<file path="src/rtl/tt_pkg.sv">
// Shared types and defaults for the truth-table sweeper: FSM encoding, table size, golden word.
package tt_pkg;

   typedef enum logic [1:0] {
      IDLE   = 2'd0,
      SETTLE = 2'd1,
      SAMPLE = 2'd2,
      DONE   = 2'd3
   } tt_state_t;

   localparam int              TT_N_INPUTS       = 3;
   localparam int              ROWS              = 2**TT_N_INPUTS;
   localparam logic [ROWS-1:0] TT_GOLDEN_DEFAULT = 8'h35;

endpackage

</file>
<file path="src/rtl/truth_table_sweeper.sv">
// Drives every input vector 0..2**N-1 to a combinational block, samples f after SETTLE_CYCLES, checks vs EXPECTED.
// Sweep takes 2**N*(SETTLE_CYCLES+1) cycles from start to done; start ignored while busy, abort cancels.
module truth_table_sweeper
   import tt_pkg::*;
#(
   parameter int                    N_INPUTS      = TT_N_INPUTS,
   parameter int                    SETTLE_CYCLES = 2,
   parameter logic [2**N_INPUTS-1:0] EXPECTED     = TT_GOLDEN_DEFAULT
) (
   input  logic                     clk,
   input  logic                     rst_n,
   input  logic                     start,
   input  logic                     abort,
   output logic [N_INPUTS-1:0]      x_out,
   input  logic                     f_in,
   output logic                     busy,
   output logic                     done,
   output logic                     pass,
   output logic [2**N_INPUTS-1:0]   captured,
   output logic [2**N_INPUTS-1:0]   mismatch
);

   localparam int                   NROWS       = 2**N_INPUTS;
   localparam int                   CW          = $clog2(SETTLE_CYCLES + 1);
   localparam logic [CW-1:0]        SETTLE_LAST = CW'(SETTLE_CYCLES - 1);
   localparam logic [N_INPUTS-1:0]  LAST_ROW    = '1;

   tt_state_t               r_state;
   logic [CW-1:0]           r_settle_cnt;
   logic [N_INPUTS-1:0]     r_x;
   logic                    r_busy;
   logic                    r_done;
   logic                    r_pass;
   logic [NROWS-1:0]        r_captured;
   logic [NROWS-1:0]        r_mismatch;
   logic [NROWS-1:0]        w_cap_next;

   // Table as it will look once the current row is stored; lets pass/mismatch land with done.
   always_comb begin
      w_cap_next        = r_captured;
      w_cap_next[r_x]   = f_in;
   end

   always_ff @(posedge clk or negedge rst_n) begin
      if (!rst_n) begin
         r_state      <= IDLE;
         r_settle_cnt <= '0;
         r_x          <= '0;
         r_busy       <= 1'b0;
         r_done       <= 1'b0;
         r_pass       <= 1'b0;
         r_captured   <= '0;
         r_mismatch   <= '0;
      end else begin
         r_done <= 1'b0;
         case (r_state)
            IDLE: begin
               if (start && !abort) begin
                  r_state      <= SETTLE;
                  r_x          <= '0;
                  r_settle_cnt <= '0;
                  r_captured   <= '0;
                  r_pass       <= 1'b0;
                  r_mismatch   <= '0;
                  r_busy       <= 1'b1;
               end
            end
            SETTLE: begin
               if (abort) begin
                  r_state      <= IDLE;
                  r_x          <= '0;
                  r_settle_cnt <= '0;
                  r_busy       <= 1'b0;
                  r_pass       <= 1'b0;
                  r_mismatch   <= '0;
               end else if (r_settle_cnt == SETTLE_LAST) begin
                  r_settle_cnt <= '0;
                  r_state      <= SAMPLE;
               end else begin
                  r_settle_cnt <= r_settle_cnt + 1'b1;
               end
            end
            SAMPLE: begin
               if (abort) begin
                  // Row under test is discarded; earlier rows stay visible for debug.
                  r_state      <= IDLE;
                  r_x          <= '0;
                  r_settle_cnt <= '0;
                  r_busy       <= 1'b0;
                  r_pass       <= 1'b0;
                  r_mismatch   <= '0;
               end else begin
                  r_captured <= w_cap_next;
                  if (r_x == LAST_ROW) begin
                     r_state    <= DONE;
                     r_busy     <= 1'b0;
                     r_done     <= 1'b1;
                     r_pass     <= (w_cap_next == EXPECTED);
                     r_mismatch <= w_cap_next ^ EXPECTED;
                  end else begin
                     r_x     <= r_x + 1'b1;
                     r_state <= SETTLE;
                  end
               end
            end
            DONE: begin
               r_state <= IDLE;
            end
            default: begin
               r_state <= IDLE;
            end
         endcase
      end
   end

   assign x_out    = r_x;
   assign busy     = r_busy;
   assign done     = r_done;
   assign pass     = r_pass;
   assign captured = r_captured;
   assign mismatch = r_mismatch;

endmodule

</file>
<file path="config.mk">
export PLATFORM = sky130hd
export DESIGN_NAME = truth_table_sweeper
export DESIGN_NICKNAME = d
export VERILOG_FILES = /design/src/rtl/tt_pkg.sv /design/src/rtl/truth_table_sweeper.sv
export SDC_FILE = /design/constraint.sdc
export NUM_CORES = 1
export LEC_CHECK = 0
export ABC_CLOCK_PERIOD_IN_PS = 2000
export CORE_MARGIN = 8
export CORE_UTILIZATION = 25
export DETAILED_ROUTE_END_ITERATION = 8
export GPL_TIMING_DRIVEN = 0
export HOLD_SLACK_MARGIN = 0.06
export SKIP_CTS_REPAIR_TIMING = 1
export SLEW_MARGIN = 30
export SYNTH_ARGS = -nofsm -noshare
export SYNTH_HDL_FRONTEND = slang
export SYNTH_SLANG_ARGS = --single-unit
</file>
<file path="constraint.sdc">
create_clock -name clk -period 2 [get_ports clk]
set_input_delay 0.3 -clock clk [delete_from_list [all_inputs] [get_ports clk]]
set_output_delay 0.3 -clock clk [all_outputs]
set_load 0.03 [all_outputs]
</file>
==> impl_metrics.toml <==
[cells_and_area]
fillers = 575
final_cell_count_no_fill = 255
drive_gt1_share_pct = 10.9
nNetsFinal = 196
antennaDiodeCount = 0
fin_area_mm2 = 0.00187
area_delta_synth_final_pct = 29.7

[worst_setup_path]
critPathSlowestCell = "dfrtp_1"
r2r_setup_slack_ps = 140
cpPeakStageDelay_ps = 410
startpoint_type = "flop"
worstReg2RegEnd = "captured[6]$_DFFE_PN0P_"
crit_path_end_kind = "flop"
criticalPathCategory = "flop to flop"
rr_startpoint = "r_state[0]$_DFFE_PN0P_"
critPathArrivalTime_ps = 2020
reg2regPathDepth = 7
path_buf_inv = 2
crit_path_max_fanout = 8
cp_cell_sequence = "inv_1 -> ha_1 -> mux2i_1 -> or2_2 -> clkbuf_1 -> o21ai_0 -> o31ai_1"
required_ps = 2160
crit_family = "flip-flops"

[power_and_ir_drop]
p_switching_uw = 662
ir_drop_uv = 396
comb_power_share_pct = 41.6
power.share.sequential_pct = 37.6
p_per_area_mw_per_mm2 = 897
p_clk_share_pct = 20.8
p_int_mw = 1.02
p_leak_nw = 0.836
swShare_pct = 39.4

[run]
max_cap_viol_count = 0

[yosys]
ys_types = 35
ys_ff_latch = 26
synthCells = 150
synth_top_area_share_pct = 45.1
synthFlopType = "dfrtp_1"
syn_avg_cell_area_um2 = 9.62
async_reset_ff_share_pct = 100
synth_area_mm2 = 0.00144
synth_edf_count = 0
syn-num-nets = 162
yosys.area.top_type = "dfrtp_1"
synth.most_common_cell = "dfrtp_1"
yosys_warnings = 0
ys_top_cells_by_count = "26 x dfrtp_1, 23 x nand2_1, 18 x o21ai_0"
yosysSeqAreaShare_pct = 45.1
synth_area_leaders = "dfrtp_1 45%, mux2i_1 6.9%, o21ai_0 6.2%"

[floorplan]
io_pins = 27
die_x_um = 92.0
initial_utilization_pct = 26.0
dieArea_mm2 = 0.00846
die_h_um = 92.0
core_area_mm2 = 0.00554
fp-row-count = 27

[routing]
drt_iter0_drc = 49
avgViaCountPerCell = 4.66
wl_per_cell_um = 13.9
drc = 0
drtAntennaViolNets = 0
drtPass1Iterations = 6
drt-total-wl_mm = 3.56
vias = 1189

[global_routing]
grt_overflow = 0
grt_pass1_wl_mm = 5.89
grt.total_usage_pct = 8.53
grt_max_degree = 27
antenna_found_initial = 0
grt_pass1_vias = 1207

[clocking]
cts-htree-levels = 1
clock_latency_ps = 280
cts_buffer_depth = 2
clock_sinks = 26
path_clk_slew_ps = 100
cts_tree = "done"
root_buffer = "clkbuf_8"
cts_buffers = 3

[status]
status = "finished, final reports clean"

[timing]
slew_violations = 0
fin_crit_ps = 1860
setup_viol = 0
fin_ws_ps = 139
worst-slew-pin-transition_ps = 596
maxSlewHeadroom_pct = 60.2
fin_skew_ps = 6.82
fmax_ghz = 0.537
final.period_utilization_pct = 93.1
whs_ps = 20.3
hold_viol = 0

[placement]
gp_congestion = 0.786
portBuffers = 26
placed_cells = 248
dpl_cell_area_mm2 = 0.00179
dp_hpwl_mm = 2.54
place_ws_ps = -86.9

[min_path]
hp-class = "input port to asynchronous set/reset pin"
==> kinds of logic after synthesis <==
kind of cell | synth area share, %
AO/OA/AOI/OAI | 18.8
buffers and inverters | 3.21
adder cells (fa/ha/maj) | 6.07
AND/OR/NAND/NOR | 19.1
multiplexers | 7.72
flip-flops | 45.1
==> cell type report <==
type	count	area (um^2)	area share [%]
inverter	5	18.8	1.00
sequential	26	651	34.8
tap	72	90.1	4.82
buffer	6	27.5	1.47
clock buffer	4	55.1	2.94
multi-input combinational	113	751	40.1
timing repair buffer	29	278	14.8
==> routing by layer <==
layer | vias up | track usage, % | wire, um
met3 | 2 | 3.02 | 194
met1 | 568 | 11.3 | 1790
met2 | 24 | 13.2 | 1550
met4 | 0 | 1.21 | 14
met5 | - | 0 | 0
li1 | 595 | - | -
==> registers in the layout, indices dropped and copies added (netlist names) <==
signal / cells
r_state: 2
mismatch: 8
busy: 1
pass: 1
captured: 8
r_settle_cnt: 2
x_out: 3
done: 1
==> power groups by stage <==
stage	combinational (mW)	clock [mW]	sequential, mW
after floorplan	0.440	0	0.680
after global placement	0.674	0	0.641
after detailed placement	0.677	0	0.643
after CTS	0.682	0.365	0.632
after global routing	0.782	0.391	0.641
final	0.699	0.349	0.631
==> worst register-to-register path, stage by stage, from the launching register on <==
cell      delay (ps)
dfrtp_1          410
inv_1            130
ha_1             290
mux2i_1          100
or2_2            280
clkbuf_1         210
o21ai_0          220
o31ai_1          100
==> worst max-delay path by stage <==
stage / start / end / slack [ps] / cells past startpoint
3_3_place_gp: abort / mismatch[5]$_DFFE_PN0P_ / -100 / 6
2_1_floorplan: x_out[0]$_DFFE_PN0P_ / pass$_DFFE_PN0P_ / 290 / 6
3_5_place_dp: abort / mismatch[5]$_DFFE_PN0P_ / -90 / 6
6_report: r_state[0]$_DFFE_PN0P_ / captured[6]$_DFFE_PN0P_ / 140 / 7
4_1_cts: r_state[0]$_DFFE_PN0P_ / captured[1]$_DFFE_PN0P_ / -80 / 7
5_1_grt: r_state[0]$_DFFE_PN0P_ / captured[6]$_DFFE_PN0P_ / -1 / 7
==> stage by stage <==
stage / TNS [ps] / power (mW) / util [%]
after CTS: -150 / 1.68 / 33.3
after floorplan: 0 / 1.12 / -
after detailed placement: -375 / 1.32 / 32.3
final: 0 / 1.68 / 33.8
after global routing: -2.00 / 1.81 / 33.8
after global placement: -354 / 1.32 / 32.4
==> layout by cell type (no fill, tap or decap), drive strengths merged <==
cell type       n
a211oi          1
dfrtp          26
a22o            4
o21a            2
nand3b          1
nor2b           3
and2b           2
o41a            1
o31ai           2
nor4            2
mux2i          10
inv             5
a21o            1
nor3            4
or3             1
nand2b          7
nor4b           1
ha              7
buf             7
nand2          23
o22ai           2
clkdlybuf4s50  25
a21oi           5
o21ai          21
or2             1
a32o            2
nor2            5
clkbuf          7
and2            1
nand3           3
mux2            1
Note: power is estimated with default switching activity, not from simulation.
